### src/rtl/cpu_pkg.sv
// Shared definitions for the CPU instruction path: opcodes, memory geometry,
// the power-on program image and the instruction-memory arbiter state encoding.
package cpu_pkg;

   localparam int unsigned IMEM_ADDR_W = 5;
   localparam int unsigned IMEM_DATA_W = 16;
   localparam int unsigned IMEM_DEPTH  = 1 << IMEM_ADDR_W;

   typedef enum logic [3:0] {
      NOP   = 4'd0,
      LOADA = 4'd1,
      LOADB = 4'd2,
      ADD   = 4'd3,
      SUB   = 4'd4
   } opcode_e;

   typedef enum logic [0:0] {
      IDLE   = 1'b0,
      LOCKED = 1'b1
   } arb_state_e;

   // Instruction word: opcode in the top nibble, operand in the low 12 bits.
   function automatic logic [IMEM_DATA_W-1:0] mk_instr(opcode_e op, logic [11:0] arg);
      return {op, arg};
   endfunction

   function automatic logic [IMEM_DATA_W-1:0] imem_init_word(int unsigned idx);
      case (idx)
         0:       return mk_instr(LOADA, 12'd15);
         1:       return mk_instr(LOADB, 12'd2);
         2:       return mk_instr(ADD,   12'd0);
         3:       return mk_instr(LOADB, 12'd6);
         4:       return mk_instr(SUB,   12'd0);
         default: return mk_instr(NOP,   12'd0);
      endcase
   endfunction

endpackage

### src/rtl/imem_arbiter_if.sv
// Request/grant/data bundle between the two memory requesters (CPU fetch,
// program loader) and the instruction-memory arbiter.
interface imem_arbiter_if
   import cpu_pkg::*;
#(
   parameter int unsigned ADDR_W = IMEM_ADDR_W,
   parameter int unsigned DATA_W = IMEM_DATA_W
);
   logic              f_req;
   logic [ADDR_W-1:0] f_addr;
   logic              f_gnt;
   logic              f_rvalid;
   logic [DATA_W-1:0] f_rdata;

   logic              l_req;
   logic              l_we;
   logic              l_lock;
   logic [ADDR_W-1:0] l_addr;
   logic [DATA_W-1:0] l_wdata;
   logic              l_gnt;
   logic              l_rvalid;
   logic [DATA_W-1:0] l_rdata;

   logic              cpu_hold;

   modport master (
      output f_req, f_addr, l_req, l_we, l_lock, l_addr, l_wdata,
      input  f_gnt, f_rvalid, f_rdata, l_gnt, l_rvalid, l_rdata, cpu_hold
   );

   modport slave (
      input  f_req, f_addr, l_req, l_we, l_lock, l_addr, l_wdata,
      output f_gnt, f_rvalid, f_rdata, l_gnt, l_rvalid, l_rdata, cpu_hold
   );
endinterface

### src/rtl/imem_sp_ram.sv
// Single-port instruction RAM with synchronous read; contents power up with
// the program image and are never cleared by reset.
module imem_sp_ram
   import cpu_pkg::*;
#(
   parameter int unsigned ADDR_W = IMEM_ADDR_W,
   parameter int unsigned DATA_W = IMEM_DATA_W
) (
   input  logic              clk,
   input  logic              en,
   input  logic              we,
   input  logic [ADDR_W-1:0] addr,
   input  logic [DATA_W-1:0] wdata,
   output logic [DATA_W-1:0] rdata
);
   localparam int unsigned DEPTH = 1 << ADDR_W;

   typedef logic [DATA_W-1:0] mem_t [DEPTH];

   function automatic mem_t build_image();
      mem_t m;
      for (int unsigned i = 0; i < DEPTH; i++) begin
         m[i] = DATA_W'(imem_init_word(i));
      end
      return m;
   endfunction

   mem_t mem = build_image();

   always_ff @(posedge clk) begin
      if (en) begin
         if (we) begin
            mem[addr] <= wdata;
         end else begin
            rdata <= mem[addr];
         end
      end
   end

endmodule

### src/rtl/imem_arbiter.sv
// Arbitrates the instruction RAM between CPU fetch (priority) and the program
// loader (anti-starvation counter, optional exclusive lock that holds the CPU).
module imem_arbiter
   import cpu_pkg::*;
#(
   parameter int unsigned ADDR_W   = IMEM_ADDR_W,
   parameter int unsigned DATA_W   = IMEM_DATA_W,
   parameter int unsigned MAX_WAIT = 4
) (
   input logic          clk,
   input logic          reset_n,
   imem_arbiter_if.slave bus
);
   localparam int unsigned WAIT_W = $clog2(MAX_WAIT + 1);

   arb_state_e        state, state_nx;
   logic [WAIT_W-1:0] wait_cnt, wait_nx;
   logic              f_gnt, l_gnt;
   logic              f_rvalid, l_rvalid, cpu_hold;
   logic [DATA_W-1:0] f_hold, l_hold, ram_q;
   logic              ram_en, ram_we;
   logic [ADDR_W-1:0] ram_addr;

   always_comb begin
      state_nx = state;
      wait_nx  = wait_cnt;
      f_gnt    = 1'b0;
      l_gnt    = 1'b0;
      case (state)
         IDLE: begin
            f_gnt = bus.f_req && !(bus.l_req && wait_cnt == WAIT_W'(MAX_WAIT));
            l_gnt = bus.l_req && !f_gnt;
            if (l_gnt || !bus.l_req) begin
               wait_nx = '0;
            end else if (wait_cnt != WAIT_W'(MAX_WAIT)) begin
               wait_nx = wait_cnt + 1'b1;
            end
            if (l_gnt && bus.l_lock) begin
               state_nx = LOCKED;
            end
         end
         LOCKED: begin
            l_gnt   = bus.l_req;
            wait_nx = '0;
            if (!bus.l_lock) begin
               state_nx = IDLE;
            end
         end
         default: state_nx = IDLE;
      endcase
   end

   // Read data is captured into a hold register only when it is valid, so
   // each port's rdata keeps its last value while the RAM serves the other.
   always_ff @(posedge clk or negedge reset_n) begin
      if (!reset_n) begin
         state    <= IDLE;
         wait_cnt <= '0;
         cpu_hold <= 1'b0;
         f_rvalid <= 1'b0;
         l_rvalid <= 1'b0;
         f_hold   <= '0;
         l_hold   <= '0;
      end else begin
         state    <= state_nx;
         wait_cnt <= wait_nx;
         cpu_hold <= (state_nx == LOCKED);
         f_rvalid <= f_gnt;
         l_rvalid <= l_gnt && !bus.l_we;
         if (f_rvalid) f_hold <= ram_q;
         if (l_rvalid) l_hold <= ram_q;
      end
   end

   // Gating with reset_n keeps a pending write from landing while in reset.
   assign ram_en   = (f_gnt || l_gnt) && reset_n;
   assign ram_we   = l_gnt && bus.l_we;
   assign ram_addr = l_gnt ? bus.l_addr : bus.f_addr;

   imem_sp_ram #(
      .ADDR_W(ADDR_W),
      .DATA_W(DATA_W)
   ) u_ram (
      .clk  (clk),
      .en   (ram_en),
      .we   (ram_we),
      .addr (ram_addr),
      .wdata(bus.l_wdata),
      .rdata(ram_q)
   );

   assign bus.f_gnt    = f_gnt;
   assign bus.l_gnt    = l_gnt;
   assign bus.f_rvalid = f_rvalid;
   assign bus.l_rvalid = l_rvalid;
   assign bus.f_rdata  = f_rvalid ? ram_q : f_hold;
   assign bus.l_rdata  = l_rvalid ? ram_q : l_hold;
   assign bus.cpu_hold = cpu_hold;

endmodule

### src/flat_wrapper.sv
// flat-port wrapper written by rule: the top's interface ports become plain ports
module imem_arbiter_flat import cpu_pkg::*;
#(
   parameter int unsigned ADDR_W   = IMEM_ADDR_W,
   parameter int unsigned DATA_W   = IMEM_DATA_W,
   parameter int unsigned MAX_WAIT = 4
)
  (clk, reset_n, bus_f_req, bus_f_addr, bus_l_req, bus_l_we, bus_l_lock, bus_l_addr, bus_l_wdata, bus_f_gnt, bus_f_rvalid, bus_f_rdata, bus_l_gnt, bus_l_rvalid, bus_l_rdata, bus_cpu_hold);
  imem_arbiter_if #(.ADDR_W(ADDR_W), .DATA_W(DATA_W)) bus_i ();
  input logic clk;
  input logic reset_n;
  input wire logic [$bits(bus_i.f_req)-1:0] bus_f_req;
  input wire logic [$bits(bus_i.f_addr)-1:0] bus_f_addr;
  input wire logic [$bits(bus_i.l_req)-1:0] bus_l_req;
  input wire logic [$bits(bus_i.l_we)-1:0] bus_l_we;
  input wire logic [$bits(bus_i.l_lock)-1:0] bus_l_lock;
  input wire logic [$bits(bus_i.l_addr)-1:0] bus_l_addr;
  input wire logic [$bits(bus_i.l_wdata)-1:0] bus_l_wdata;
  output wire logic [$bits(bus_i.f_gnt)-1:0] bus_f_gnt;
  output wire logic [$bits(bus_i.f_rvalid)-1:0] bus_f_rvalid;
  output wire logic [$bits(bus_i.f_rdata)-1:0] bus_f_rdata;
  output wire logic [$bits(bus_i.l_gnt)-1:0] bus_l_gnt;
  output wire logic [$bits(bus_i.l_rvalid)-1:0] bus_l_rvalid;
  output wire logic [$bits(bus_i.l_rdata)-1:0] bus_l_rdata;
  output wire logic [$bits(bus_i.cpu_hold)-1:0] bus_cpu_hold;
  assign bus_i.f_req = bus_f_req;
  assign bus_i.f_addr = bus_f_addr;
  assign bus_i.l_req = bus_l_req;
  assign bus_i.l_we = bus_l_we;
  assign bus_i.l_lock = bus_l_lock;
  assign bus_i.l_addr = bus_l_addr;
  assign bus_i.l_wdata = bus_l_wdata;
  assign bus_f_gnt = bus_i.f_gnt;
  assign bus_f_rvalid = bus_i.f_rvalid;
  assign bus_f_rdata = bus_i.f_rdata;
  assign bus_l_gnt = bus_i.l_gnt;
  assign bus_l_rvalid = bus_i.l_rvalid;
  assign bus_l_rdata = bus_i.l_rdata;
  assign bus_cpu_hold = bus_i.cpu_hold;
  imem_arbiter #(.ADDR_W(ADDR_W), .DATA_W(DATA_W), .MAX_WAIT(MAX_WAIT)) u_core (.clk(clk), .reset_n(reset_n), .bus(bus_i));
endmodule
### config.mk
export PLATFORM = sky130hd
export DESIGN_NAME = imem_arbiter_flat
export DESIGN_NICKNAME = d
export VERILOG_FILES = /design/src/rtl/cpu_pkg.sv /design/src/rtl/imem_arbiter_if.sv /design/src/rtl/imem_sp_ram.sv /design/src/rtl/imem_arbiter.sv /design/src/flat_wrapper.sv
export SDC_FILE = /design/constraint.sdc
export NUM_CORES = 1
export LEC_CHECK = 0
export BUFFER_PORTS_ARGS = -buffer_cell sky130_fd_sc_hd__buf_2
export CAP_MARGIN = 5
export CORE_AREA = 2 2 304 306
export DETAILED_ROUTE_END_ITERATION = 7
export DIE_AREA = 0 0 306 308
export PLACE_DENSITY = 0.46
export SYNTH_ARGS = -nofsm -noshare
export SYNTH_HDL_FRONTEND = slang
export SYNTH_SLANG_ARGS = --single-unit
### constraint.sdc
create_clock -name clk -period 2.9 [get_ports clk]
set_input_delay 0.87 -clock clk [delete_from_list [all_inputs] [get_ports clk]]
set_output_delay 0.87 -clock clk [all_outputs]
set_load 0.01 [all_outputs]
==> flow_metrics.py <==
metrics = {
    "status": {
        "outcome": "finished with violations",
        "violated_checks": "setup timing",
    },
    "floorplanning": {
        "die_y_um": 308,
        "num_rows": 111,
        "die_x_um": 306,
        "pin_count": 69,
        "start_util": 0.298,
        "design.core.area_mm2": 0.0910,
        "dieArea_mm2": 0.0942,
    },
    "drt": {
        "antenna_violating_nets_post_route": 0,
        "number_of_search_and_repair_iterations_in_the_first_detailed_routing_pass": 5,
        "dr_total_vias": 20300,
        "drt_wl_total_um": 93800,
        "route.detailed.vias_per_inst": 5.39,
        "drc": 0,
        "drt_first_iter_violations": 1821,
        "route.detailed.wl_per_inst_um": 24.9,
    },
    "power": {
        "net_switching_power_uw": 4810,
        "netSwitchingFraction": 0.246,
        "sequential_group_share_of_total_power": 0.470,
        "fin_total_pwr_uw": 19500,
        "peakVddDrop_uv": 374,
        "cell_internal_pwr_uw": 14700,
        "pwr_density_cell_mw_per_mm2": 569,
        "p_leak_uw": 0.0117,
        "comb_power_share": 0.118,
        "power.clock.fraction": 0.412,
    },
    "grt": {
        "grt_max_degree": 131,
        "vias_in_the_first_global_route": 19800,
        "global_route.usage.total": 0.195,
        "grt_first_pass_wirelength_um": 136000,
        "grt_remaining_overflow": 0,
        "initial_antenna_violation_count": 4,
    },
    "place": {
        "gp_congestion": 0.823,
        "detailed_place_hpwl_um": 62500,
        "port_buffers": 68,
        "pre_cts_slack_ns": -1.12,
        "placement.cell_area_mm2": 0.0313,
    },
    "worst_setup_path": {
        "cpMostUsedCell": "sky130_fd_sc_hd__buf_12",
        "timing.setup.critical_path_class": "reg2reg",
        "critPathSlowestCell": "sky130_fd_sc_hd__dfrtp_1",
        "cp_top_family": "buffers and inverters",
        "critical_path_required_ns": 3.24,
        "end_kind": "register",
        "setup.reg_to_reg.worst_slack_ns": -0.1,
        "worstSetupStartpointType": "register",
        "timing.critical_path.buf_inv": 7,
        "crit_arrival_ns": 3.33,
        "slowest_delay_ns": 0.38,
        "crit_chain": "inv_1 > ha_2 > and2_4 > o21ai_4 > buf_12 > buf_12 > a21boi_4 > buf_12 > buf_16 > buf_12 > mux2_4 > a2111oi_4 > buf_4 > nand4_1",
        "worst-path-max-fanout": 9,
    },
    "sta": {
        "worst_slack_ns": -0.0979,
        "layout_worst_path_cycle_share": 1.03,
        "report.final.slew_viol_count": 0,
        "slew-limit-headroom": 0.432,
        "clock.fmax_mhz": 334,
        "min_period_ns": 3.00,
        "setup_viol": 9,
        "timing.final.hold_violations": 0,
        "grt_setup_unrepaired": "yes",
        "transition_time_at_the_pin_with_the_least_slew_margin_ns": 0.851,
        "final.setup_skew_ns": 0.0188,
    },
    "clock_network": {
        "cts_num_sinks": 566,
        "holdBufCountCts": 0,
        "cts_max_level": 3,
        "tritoncts": "built",
        "clock_buffer_count_from_cts": 66,
        "insertion_delay_ns": 0.62,
        "root_buffer_cell": "sky130_fd_sc_hd__clkbuf_16",
        "number_of_buffers_on_the_longest_clock_path": 3,
        "worst_setup_hold_path_clk_slew_ns": 0.06,
    },
    "synth": {
        "synth.ff_latch_count": 566,
        "syn-num-nets": 2315,
        "avgSynthCellArea_um2": 11.9,
        "post_synth_num_cell_types": 42,
        "ys_seq_area_frac": 0.621,
        "synth.cell_area_mm2": 0.0271,
        "yosysWarningCount": 0,
        "netlist_instances": 2281,
    },
    "worst_hold_path": {
        "hold_class": "in2async",
    },
    "cells_and_area": {
        "post_route_cells_drive_above_1_share": 0.243,
        "finish.net_count": 2569,
        "final_non_filler_cell_area_mm2": 0.0343,
        "final_util": 0.377,
        "commonest_cells_after_routing_fill_and_taps_aside": "sky130_fd_sc_hd__edfxtp_1, sky130_fd_sc_hd__nand2_1, sky130_fd_sc_hd__buf_4",
        "layout_commonest_cell": "sky130_fd_sc_hd__edfxtp_1",
        "area.growth.synth_to_final_pct": 26.7,
    },
    "job": {
        "cap_viol_max_count": 0,
    },
}
registers in the layout, summed over array words and instances (netlist names):
name and count:
u_core.u_ram.rdata 16, u_core.wait_cnt 3, u_core.bus.f_rvalid 1, u_core.l_hold 16, u_core.state 1, u_core.f_hold 16, u_core.bus.l_rvalid 1, u_core.u_ram.mem 512
cell usage after synthesis:
cell type	count	share of area
sky130_fd_sc_hd__clkbuf_1	145	0.020
sky130_fd_sc_hd__a311oi_1	81	0.026
sky130_fd_sc_hd__nand4_1	16	0.0037
sky130_fd_sc_hd__o21a_1	1	0.00028
sky130_fd_sc_hd__a2111oi_0	32	0.010
sky130_fd_sc_hd__o211ai_2	1	0.00046
sky130_fd_sc_hd__nor2_1	48	0.0067
sky130_fd_sc_hd__inv_2	1	0.00014
sky130_fd_sc_hd__or3_1	1	0.00023
sky130_fd_sc_hd__nor2b_1	78	0.018
sky130_fd_sc_hd__o21ai_1	1	0.00018
sky130_fd_sc_hd__a21boi_2	1	0.00042
sky130_fd_sc_hd__nand3b_1	81	0.022
sky130_fd_sc_hd__o21ai_4	1	0.00060
sky130_fd_sc_hd__buf_2	26	0.0048
sky130_fd_sc_hd__edfxtp_1	528	0.59
sky130_fd_sc_hd__mux2_4	2	0.0011
sky130_fd_sc_hd__nor3_1	2	0.00037
sky130_fd_sc_hd__buf_1	17	0.0024
sky130_fd_sc_hd__mux2_2	71	0.030
sky130_fd_sc_hd__nand2_1	317	0.044
sky130_fd_sc_hd__clkbuf_2	1	0.00018
sky130_fd_sc_hd__o211ai_1	100	0.028
sky130_fd_sc_hd__nand3_1	81	0.015
sky130_fd_sc_hd__mux2i_2	1	0.00051
sky130_fd_sc_hd__buf_4	5	0.0014
sky130_fd_sc_hd__and3_1	28	0.0065
sky130_fd_sc_hd__ha_1	2	0.00092
sky130_fd_sc_hd__o21ai_0	77	0.014
sky130_fd_sc_hd__nand2b_1	85	0.020
sky130_fd_sc_hd__and2_4	1	0.00032
sky130_fd_sc_hd__a21oi_1	196	0.036
sky130_fd_sc_hd__mux2i_1	36	0.013
sky130_fd_sc_hd__dfrtp_1	38	0.035
sky130_fd_sc_hd__or3b_2	2	0.00065
sky130_fd_sc_hd__o2111a_1	28	0.012
sky130_fd_sc_hd__and2_1	77	0.018
sky130_fd_sc_hd__inv_1	12	0.0017
sky130_fd_sc_hd__o311a_1	27	0.010
sky130_fd_sc_hd__nor3b_1	29	0.0080
sky130_fd_sc_hd__buf_6	3	0.0012
sky130_fd_sc_hd__xnor2_1	1	0.00032
per-layer routing:
| layer | GRT usage | part of all wire | up-vias |
|---|---|---|---|
| met3 | 0.0202 | 0.047 | 125 |
| li1 | - | - | 9131 |
| met1 | 0.263 | 0.44 | 10400 |
| met2 | 0.334 | 0.49 | 611 |
| met4 | 0.0501 | 0.022 | 2 |
| met5 | 0 | 0.00014 | - |
power groups by stage:
stage	clock, µW	sequential (µW)	combinational [µW]
finish	8050	9180	2300
CTS	8240	9180	2240
detailed placement	0	9350	2130
global placement	0	9340	2100
global route	8510	9180	2450
floorplan	0	9280	1050
metrics by stage:
stage	hold slack, ns	cells	setup TNS [ns]
final	0.391	3770	-0.391
after global routing	0.424	3768	-2.19
after CTS	0.367	3759	-0.562
after detailed placement	0.485	3637	-122.25
after global placement	0.480	3636	-122.82
after floorplan	0.429	2281	-71.75
cells by family (layout without fill, tap and decap cells):
family / Yosys count / after routing / share of synthesized area
xor gates and xnor gates: 1 / 1 / 0.000324
adders and majority gates: 2 / 2 / 0.000924
and+or+nand+nor: 846 / 846 / 0.163
muxes: 110 / 110 / 0.0445
DFF: 566 / 566 / 0.621
buffers and inverters: 210 / 510 / 0.0319
other: 0 / 3 / 0
AOI/OAI and AO/OA: 546 / 546 / 0.138
final timing paths:
check                      depth (start not counted)          startpoint                endpoint
min reg2reg                                        1   u_core.f_hold[12]       u_core.f_hold[12]
max in group asynchronous                          2             reset_n     u_core.bus.l_rvalid
max reg2reg                                       14  u_core.wait_cnt[0]  u_core.u_ram.rdata[13]
min                                                2             reset_n        u_core.l_hold[0]
max                                               14  u_core.wait_cnt[0]  u_core.u_ram.rdata[13]
min in group clk                                   2            bus_l_we     u_core.bus.l_rvalid
cell type report:
class	instances	area, µm²
clock inverter	28	269
sequential	566	16800
multi-input combinational	1505	10100
tap	1186	1480
clock buffer	86	1790
inverter	13	58.8
fill	8586	56700
antenna	3	7.51
timing repair buffer	383	3770
repair_timing:
item                                    4_1_cts  5_1_grt
pin swaps                                     7       19
buffers inserted                              8        8
endpoints found under the setup margin       78      129
gates resized for setup                      97       51
cloned                                        0        1
Power figures use the tool's default switching activity.
